## src/rtl/spu_arf_pkg.sv

```systemverilog
// Shared encodings for the SPU AES key-file sequencer: key lengths, round counts,
// FSM state constants and the key-file depth.
package spu_arf_pkg;

    localparam int NENT = 16;

    localparam logic [1:0] KL_128 = 2'b00;
    localparam logic [1:0] KL_192 = 2'b01;
    localparam logic [1:0] KL_256 = 2'b10;
    localparam logic [1:0] KL_RSV = 2'b11;

    typedef logic [1:0] state_t;
    localparam state_t ST_IDLE  = 2'd0;
    localparam state_t ST_LOAD  = 2'd1;
    localparam state_t ST_READ  = 2'd2;
    localparam state_t ST_DRAIN = 2'd3;

    // Number of AES rounds; the reserved encoding maps to 0 and is never latched.
    function automatic logic [3:0] nr_of(input logic [1:0] kl);
        case (kl)
            KL_128:  return 4'd10;
            KL_192:  return 4'd12;
            KL_256:  return 4'd14;
            default: return 4'd0;
        endcase
    endfunction

endpackage

```

## src/rtl/spu_arf_key_seq_rd_pipe.sv

```systemverilog
// Read-latency delay line: carries the read-issue valid and its payload
// (round index, last flag, optional parity) to line up with array read data.
module spu_arf_rd_pipe #(
    parameter int RD_LAT = 1,
    parameter int PW     = 5
) (
    input  logic          i_clk,
    input  logic          i_rst_l,
    input  logic          i_valid,
    input  logic [PW-1:0] i_data,
    output logic          o_valid,
    output logic [PW-1:0] o_data
);

    logic [RD_LAT-1:0] r_vld;
    logic [PW-1:0]     r_dat [RD_LAT];

    always_ff @(posedge i_clk or negedge i_rst_l) begin
        if (!i_rst_l) begin
            r_vld <= '0;
            for (int i = 0; i < RD_LAT; i++) r_dat[i] <= '0;
        end else begin
            r_vld[0] <= i_valid;
            r_dat[0] <= i_data;
            for (int i = 1; i < RD_LAT; i++) begin
                r_vld[i] <= r_vld[i-1];
                r_dat[i] <= r_dat[i-1];
            end
        end
    end

    assign o_valid = r_vld[RD_LAT-1];
    assign o_data  = r_dat[RD_LAT-1];

endmodule

```

## src/rtl/spu_arf_key_seq.sv

```systemverilog
// AES round-key file sequencer: packs 64-bit key beats into the key array and
// sequences round-key readout. Optional parity checking under SPU_ARF_KEY_PARITY_EN.
module spu_arf_key_seq
    import spu_arf_pkg::*;
#(
    parameter int RD_LAT = 1
) (
    input  logic          l2clk,
    input  logic          rst_l,
    input  logic [1:0]    key_len,
    input  logic          ld_start,
    input  logic          ld_valid,
    input  logic [63:0]   ld_data,
    input  logic          ld_last,
    output logic          ld_ready,
    input  logic          rk_start,
    input  logic          rk_dec,
    output logic          rk_valid,
    output logic [3:0]    rk_idx,
    output logic          rk_done,
    output logic [3:0]    wr_addr,
    output logic [63:0]   wr_data,
    output logic [1:0]    wr_enable,
    output logic [3:0]    rd_addr,
    output logic          rd_enable,
    output logic          busy,
    output logic          seq_err,
`ifdef SPU_ARF_KEY_PARITY_EN
    input  logic [127:0]  arf_rd_data,
    output logic          par_err,
`endif
    output logic [1:0]    dbg_state
);

`ifdef SPU_ARF_KEY_PARITY_EN
    localparam int PW = 7;
`else
    localparam int PW = 5;
`endif
    localparam logic [3:0] DRAIN_LAST = 4'(RD_LAT - 1);

    state_t      r_state;
    logic [4:0]  r_beat_cnt;
    logic [1:0]  r_kl;
    logic        r_dec;
    logic [3:0]  r_rd_cnt;
    logic [3:0]  r_drain_cnt;
    logic        r_seq_err;

    logic [3:0]    w_nr;
    logic [4:0]    w_beats;
    logic [4:0]    w_beat_nxt;
    logic          w_accept;
    logic          w_any_start;
    logic          w_rd_last;
    logic [3:0]    w_rk_idx;
    logic [PW-1:0] w_pipe_in;
    logic [PW-1:0] w_pipe_out;
    logic          w_pipe_vld;

    assign w_nr        = nr_of(r_kl);
    assign w_beats     = {w_nr + 4'd1, 1'b0};
    assign w_beat_nxt  = r_beat_cnt + 5'd1;
    assign w_accept    = (r_state == ST_LOAD) && ld_valid;
    assign w_any_start = ld_start || rk_start;
    assign w_rd_last   = (r_rd_cnt == (r_dec ? 4'd0 : w_nr));
    assign w_rk_idx    = r_dec ? (w_nr - r_rd_cnt) : r_rd_cnt;

    always_ff @(posedge l2clk or negedge rst_l) begin
        if (!rst_l) begin
            r_state     <= ST_IDLE;
            r_beat_cnt  <= '0;
            r_kl        <= KL_128;
            r_dec       <= 1'b0;
            r_rd_cnt    <= '0;
            r_drain_cnt <= '0;
            r_seq_err   <= 1'b0;
        end else begin
            case (r_state)
                ST_IDLE: begin
                    // ld_start has priority; a simultaneous rk_start is a protocol error.
                    if (ld_start) begin
                        if (rk_start || key_len == KL_RSV) r_seq_err <= 1'b1;
                        if (key_len != KL_RSV) begin
                            r_state    <= ST_LOAD;
                            r_beat_cnt <= '0;
                            r_kl       <= key_len;
                        end
                    end else if (rk_start) begin
                        if (key_len == KL_RSV) begin
                            r_seq_err <= 1'b1;
                        end else begin
                            r_state  <= ST_READ;
                            r_kl     <= key_len;
                            r_dec    <= rk_dec;
                            r_rd_cnt <= rk_dec ? nr_of(key_len) : 4'd0;
                        end
                    end
                end
                ST_LOAD: begin
                    if (w_any_start) r_seq_err <= 1'b1;
                    if (w_accept) begin
                        r_beat_cnt <= w_beat_nxt;
                        if (ld_last) begin
                            r_state <= ST_IDLE;
                            if (w_beat_nxt != w_beats) r_seq_err <= 1'b1;
                        end else if (w_beat_nxt == w_beats) begin
                            // Full key without ld_last: stop so extra beats cannot overrun.
                            r_state   <= ST_IDLE;
                            r_seq_err <= 1'b1;
                        end
                    end
                end
                ST_READ: begin
                    if (w_any_start) r_seq_err <= 1'b1;
                    if (w_rd_last) begin
                        r_state     <= ST_DRAIN;
                        r_drain_cnt <= '0;
                    end else begin
                        r_rd_cnt <= r_dec ? (r_rd_cnt - 4'd1) : (r_rd_cnt + 4'd1);
                    end
                end
                default: begin
                    if (w_any_start) r_seq_err <= 1'b1;
                    if (r_drain_cnt == DRAIN_LAST) r_state <= ST_IDLE;
                    else                           r_drain_cnt <= r_drain_cnt + 4'd1;
                end
            endcase
        end
    end

    // Write port is driven only in LOAD and read port only in READ, so no collision.
    assign ld_ready  = (r_state == ST_LOAD);
    assign wr_enable = w_accept ? (r_beat_cnt[0] ? 2'b10 : 2'b01) : 2'b00;
    assign wr_addr   = w_accept ? r_beat_cnt[4:1] : 4'd0;
    assign wr_data   = w_accept ? ld_data : 64'd0;
    assign rd_enable = (r_state == ST_READ);
    assign rd_addr   = rd_enable ? r_rd_cnt : 4'd0;
    assign busy      = (r_state != ST_IDLE);
    assign seq_err   = r_seq_err;
    assign dbg_state = r_state;

`ifdef SPU_ARF_KEY_PARITY_EN
    logic r_par_lo [NENT];
    logic r_par_hi [NENT];

    always_ff @(posedge l2clk or negedge rst_l) begin
        if (!rst_l) begin
            for (int i = 0; i < NENT; i++) begin
                r_par_lo[i] <= 1'b0;
                r_par_hi[i] <= 1'b0;
            end
        end else if (w_accept) begin
            if (r_beat_cnt[0]) r_par_hi[r_beat_cnt[4:1]] <= ^ld_data;
            else               r_par_lo[r_beat_cnt[4:1]] <= ^ld_data;
        end
    end

    assign w_pipe_in = {r_par_hi[r_rd_cnt], r_par_lo[r_rd_cnt], w_rd_last, w_rk_idx};
    assign par_err   = w_pipe_vld &&
                       (((^arf_rd_data[63:0])   != w_pipe_out[5]) ||
                        ((^arf_rd_data[127:64]) != w_pipe_out[6]));
`else
    assign w_pipe_in = {w_rd_last, w_rk_idx};
`endif

    spu_arf_rd_pipe #(
        .RD_LAT (RD_LAT),
        .PW     (PW)
    ) u_rd_pipe (
        .i_clk   (l2clk),
        .i_rst_l (rst_l),
        .i_valid (rd_enable),
        .i_data  (w_pipe_in),
        .o_valid (w_pipe_vld),
        .o_data  (w_pipe_out)
    );

    assign rk_valid = w_pipe_vld;
    assign rk_idx   = w_pipe_vld ? w_pipe_out[3:0] : 4'd0;
    assign rk_done  = w_pipe_vld && w_pipe_out[4];

endmodule

```

## config.mk

```make
export PLATFORM = sky130hd
export DESIGN_NAME = spu_arf_key_seq
export DESIGN_NICKNAME = d
export VERILOG_FILES = /design/src/rtl/spu_arf_pkg.sv /design/src/rtl/spu_arf_key_seq_rd_pipe.sv /design/src/rtl/spu_arf_key_seq.sv
export SDC_FILE = /design/constraint.sdc
export NUM_CORES = 1
export LEC_CHECK = 0
export CAP_MARGIN = 20
export CORE_ASPECT_RATIO = 0.9
export CORE_MARGIN = 1.5
export CORE_UTILIZATION = 39
export DETAILED_ROUTE_END_ITERATION = 12
export PLACE_DENSITY = 0.88
export SLEW_MARGIN = 25
export SYNTH_ARGS = -nofsm -noshare
export SYNTH_HDL_FRONTEND = slang
export SYNTH_SLANG_ARGS = --single-unit
```

## constraint.sdc

```tcl
create_clock -name l2clk -period 6.23 [get_ports l2clk]
set_input_delay 1.246 -clock l2clk [delete_from_list [all_inputs] [get_ports l2clk]]
set_output_delay 1.246 -clock l2clk [all_outputs]
set_load 0.01 [all_outputs]
```

# [After elaboration in Yosys (flattened, before gate mapping)]
# Index checks and enable logic that the tools add are counted.
[totals] reg_bits=25 inputBits=73 output_inout_bits=86
[classes] add_sub_neg=6 eq_ne=28 mux=48 bitwise_logic=3 reduce_logical=21
[ops] op="$mux W64" count=1
[ops] op="$mux W4" count=13
[ops] op="$mux W2" count=15
[ops] op="$pmux W4 S3" count=2
[ops] op="$ne A2 B2 Y1 const B" count=9
[ops] op="$pmux W4 S2" count=2
[ops] op="$mux W5" count=3
[ops] op="$ne A3 B3 Y1 const B" count=5
[ops] op="$add A4 B1 Y4 const B" count=3
[ops] op="$reduce_and A4 Y1" count=3
[ops] op="$pmux W5 S2" count=1
[ops] op="$mux W1" count=9
[ops] op="$eq A2 B2 Y1 const B" count=4
[ops] op="$reduce_bool A2 Y1" count=4
[ops] op="$reduce_and A7 Y1" count=1
[ops] op="$eq A2 B1 Y1 const B" count=3
[ops] op="$logic_not A2 Y1" count=3
[ops] op="$ne A2 B1 Y1 const B" count=3
[ops] op="$pmux W2 S3" count=1
[ops] op="$reduce_and A3 Y1" count=2
[ops] op="$add A5 B1 Y5 const B" count=1
[ops] op="$eq A5 B5 Y1" count=1
[ops] op="$ne A5 B5 Y1" count=1
[ops] op="$reduce_and A5 Y1" count=1
[ops] op="other kinds (11)" count=15

# [Logic depth before layout (Yosys ltp)]
[depth] depth_word=8 mapped_depth=10

# [By module]
# Synthesis repeated with hierarchy kept, for this count alone.
[unflattened] hier_cells=272 hier_area_um2=2267.2
[modules_own_cells] mod="spu_arf_key_seq" n_inst=1 cells_per_inst=266 area_per_inst_um2=2117.0
[modules_own_cells] mod="spu_arf_rd_pipe" n_inst=1 cells_per_inst=6 area_per_inst_um2=150.1

# [Least setup slack after synthesis]
# No wires, ideal clock.
[synth_timing] path_kind="input to output" startpoint="in ld_valid" endpoint="out wr_data[57]" t_arrival_ns=1.875 t_required_ns=4.984 path_slack_ns=3.109 path_stages=3 path_cell_list="clkbuf_1 -> clkbuf_1 -> and3_1"
[synth_via] elab_chain_len=2
[synth_lines] element="from (decl)" line_no="spu_arf_key_seq.sv:12" source="input logic ld_valid,"
[synth_lines] element="$logic_and A1 B1 Y1" line_no="spu_arf_key_seq.sv:64" source="assign w_accept = (r_state == ST_LOAD) && ld_valid;"
[synth_lines] element="$mux W64" line_no="spu_arf_key_seq.sv:136" source="assign wr_data = w_accept ? ld_data : 64'd0;"
[synth_lines] element="to (decl)" line_no="spu_arf_key_seq.sv:22" source="output logic [63:0] wr_data,"
# Every way passes these cells.

# [Final worst setup path]
[layout_timing] startpoint="in ld_valid" endpoint="out wr_enable[0]"
[layout_via] elab_chain_len=2
[layout_lines] element="$logic_and A1 B1 Y1" line_no="spu_arf_key_seq.sv:64"
[layout_lines] element="$mux W2" line_no="spu_arf_key_seq.sv:134" source="assign wr_enable = w_accept ? (r_beat_cnt[0] ? 2'b10 : 2'b01) : 2'b00;"
[layout_lines] element="to (decl)" line_no="spu_arf_key_seq.sv:23" source="output logic [1:0] wr_enable,"
# Every way passes these cells.

==> impl_results.md <==
- Final net count: 513
- Initial antenna violation count: 0
- Pin slew with the least headroom to its limit: 0.765 ns
- # diodes: 0
- Synth top area cells: dfrtp_1, and3_1, ha_1
- Die ar.: 6390 sq um
- Worst hold endpoint: seq_err$_DFFE_PN0P_
- Peak supply drop: 0.260 mV
- Reg2reg setup slack: 3.90 ns
- Fraction of layout cells with a size suffix above 1: 3.81%
- Drt pass-1 iters: 4
- Post-synth top area cell: dfrtp_1
- Crit path capture type: primary output
- Postcts setup bufs: 0
- Die X: 84.1 um
- Hold_ws: 0.500 ns
- First-pass GRT wire length: 13400 um
- Max-Slew Margin vs Limit: 48.5%
- Critical Path AT: 3.51 ns
- FF-to-FF path depth: 8
- Clock skew: 0.00126 ns
- Routed len/inst: 17.6 um
- Metal-1 WL: 3580 um
- Data required time of the worst path: 4.98 ns
- Vias in the first global route: 2364
- Cell mode on critical path: clkdlybuf4s50_1
- Run status: completed
- Clock Tree Root: clkbuf_8
- Iteration-0 DRC Markers: 198
- Routability congestion estimate: 0.990
- Post-CTS Resized: 0
- Clk slew on worst S/H paths: 0.09 ns
- CTS Hold Bufs: 0
- Sequential area share after synthesis: 27.1%
- DRC violations left: 0
- Routed Antenna Nets: 0
- Die height: 76.0 um
- Detailed Route WL: 8610 um
- Multi-input logic area: 1510 sq um
- Fmax: 0.210 GHz
- Final core utilization: 69.0%
- Average cell area after synthesis: 8.39 sq um
- Clock buffer depth: 2
- Yosys warns: 0
- Synthesized Nets: 367
- Final period util: 76.3%
- Share of async-settable or async-resettable flops after synthesis: 100%
- Hold WC Path Type: flop to flop
- Worst Path Max Fanout: 45
- Final TNS setup: 0 ns
- H-tree levels: 1
- Minimum clock period: 4.75 ns
- Hold Crit Depth: 1
- Final Hold Viols: 0
- Final worst setup slack: 1.48 ns
- Largest net degree at the start of global routing: 76
- Post-synth EDFFs: 0
- Setup crit start kind: primary input
- Core area: 5690 sq um
- CTS buffer count: 3
- Worst R2R Start: r_kl[0]$_DFFE_PN0P_
- Port bufs: 158
- Via count: 2604
- Crit path largest cell delay: 0.91 ns
- Top Metal Used: met4
- Worst-path cell chain: clkdlybuf4s50_1 > buf_4 > and2_1 > nor2b_1 > clkdlybuf4s50_1
- Vias per cell: 5.31
- Clock sinks: 25
- Placed insts: 486
- Met3 WL post-DR: 773 um
- Number of top-level pins: 159
- Flops & latches, synth: 25
- Pre-CTS WS: 1.51 ns
- Final cell count without fillers: 490
- Area growth from synthesis to layout: 70.1%
- Top_reg_cell synth: dfrtp_1
- Leakage: 1.83 nW
- Fillers: 443
- Slowest CP cell: clkdlybuf4s50_1
- Reg area: 626 sq um
- Maxcap violations: 0
- Unrepaired setup endpoints after global routing: false
- # setup viols final: 0
- Post-Synthesis Cell Area: 2310 sq um
- GRT overflow: 0
- GRT Total Usage: 26.4%
- Met2 WL: 4090 um
- Worst hold start: seq_err$_DFFE_PN0P_
- Proportion of netlist area held by the largest area contributor: 27.1%
- Std-Cell Rows: 26
- Post-DP HPWL: 6770 um
- Synth unique cells: 47
- Commonest non-fill, non-tap cell in the layout: clkdlybuf4s50_1
- Slew Limit Fails: 0
- PD cells: 330 nW/um^2
- WS Path Type: primary input to primary output
- Capturing point of the worst reg2reg path: r_drain_cnt[2]$_DFFE_PN0P_
- CTS tree: built
- Mapped Cells: 275
- Most frequent cells in the layout: clkdlybuf4s50_1, and3_1, dfrtp_1
- Worst skew pair latency: 0.27 ns
- Starting Density: 40.5%
critical path, delay by kind of cell:
kind / cells / cell delay (ns)
and+or+nand+nor: 2 / 0.35
buffers and inverters: 3 / 1.90
logic make-up after synthesis:
logic type / synth area share (%)
adder cells (fa/ha/maj): 10.9
multiplexers: 2.17
AND/OR/NAND/NOR: 32.7
buffers and inverters: 7.53
XOR/XNOR: 5.31
AO/OA/AOI/OAI: 14.3
flip-flops: 27.1
layout make-up:
type / count / share of cell area, %
Sequential cell: 25 / 15.9
Multi-Input combinational cell: 213 / 38.4
Clock buffer: 4 / 1.15
Timing Repair Buffer: 160 / 40.5
Inverter: 18 / 1.75
Tap cell: 70 / 2.23
where the power goes:
group | switching, mW | internal [mW] | total, mW
clock | 0.0515 | 0.0457 | 0.0972
combinational | 0.471 | 0.456 | 0.927
sequential | 0.0567 | 0.214 | 0.271
total | 0.579 | 0.716 | 1.30
cells in the mapped netlist, types with 2 or more instances:
cell and instances:
buf_6 4, a2bb2oi_1 2, mux2i_1 5, a31oi_1 2, a21oi_1 8, xor2_1 2
and2_1 7, clkbuf_1 14, xnor2_1 9, nor2_1 9, nand2_1 12, inv_1 17
or2_2 2, nand3_1 4, nand2b_1 5, fa_1 2, dfrtp_1 25, and3_1 72
nor2b_1 5, o21ai_0 20, ha_1 17, nor3_1 6, o21a_1 2
stage by stage:
| stage | total power, mW | area [sq um] |
|---|---|---|
| floorplan | 0.854 | 2310 |
| global placement | 1.16 | 3890 |
| global route | 1.39 | 3930 |
| detailed placement | 1.19 | 3880 |
| CTS | 1.29 | 3930 |
| finish | 1.30 | 3930 |
sequential cells by signal, summed over array words and instances, names as in the netlist:
name	count
r_beat_cnt	5
u_rd_pipe.o_data	5
r_drain_cnt	4
r_rd_cnt	4
dbg_state	2
r_kl	2
r_dec	1
seq_err	1
u_rd_pipe.o_valid	1
how the worst max path moves through the flow:
stage,from,slack [ns],endpoint,cells after the start
2_1_floorplan,ld_valid,3.11,wr_data[57],3
3_3_place_gp,ld_valid,1.54,wr_enable[0],5
3_5_place_dp,ld_valid,1.51,wr_enable[0],5
4_1_cts,ld_valid,1.51,wr_enable[0],5
5_1_grt,ld_valid,1.37,wr_enable[0],5
6_report,ld_valid,1.48,wr_enable[0],5
per-layer routing:
metal / vias to the layer above / global-route usage (%)
met3: 12 / 8.02
met5: - / 0
met1: 1222 / 35.7
met2: 104 / 41.8
li1: 1266 / -
met4: 0 / 5.57
No activity file was read; power rests on OpenSTA's default activity.
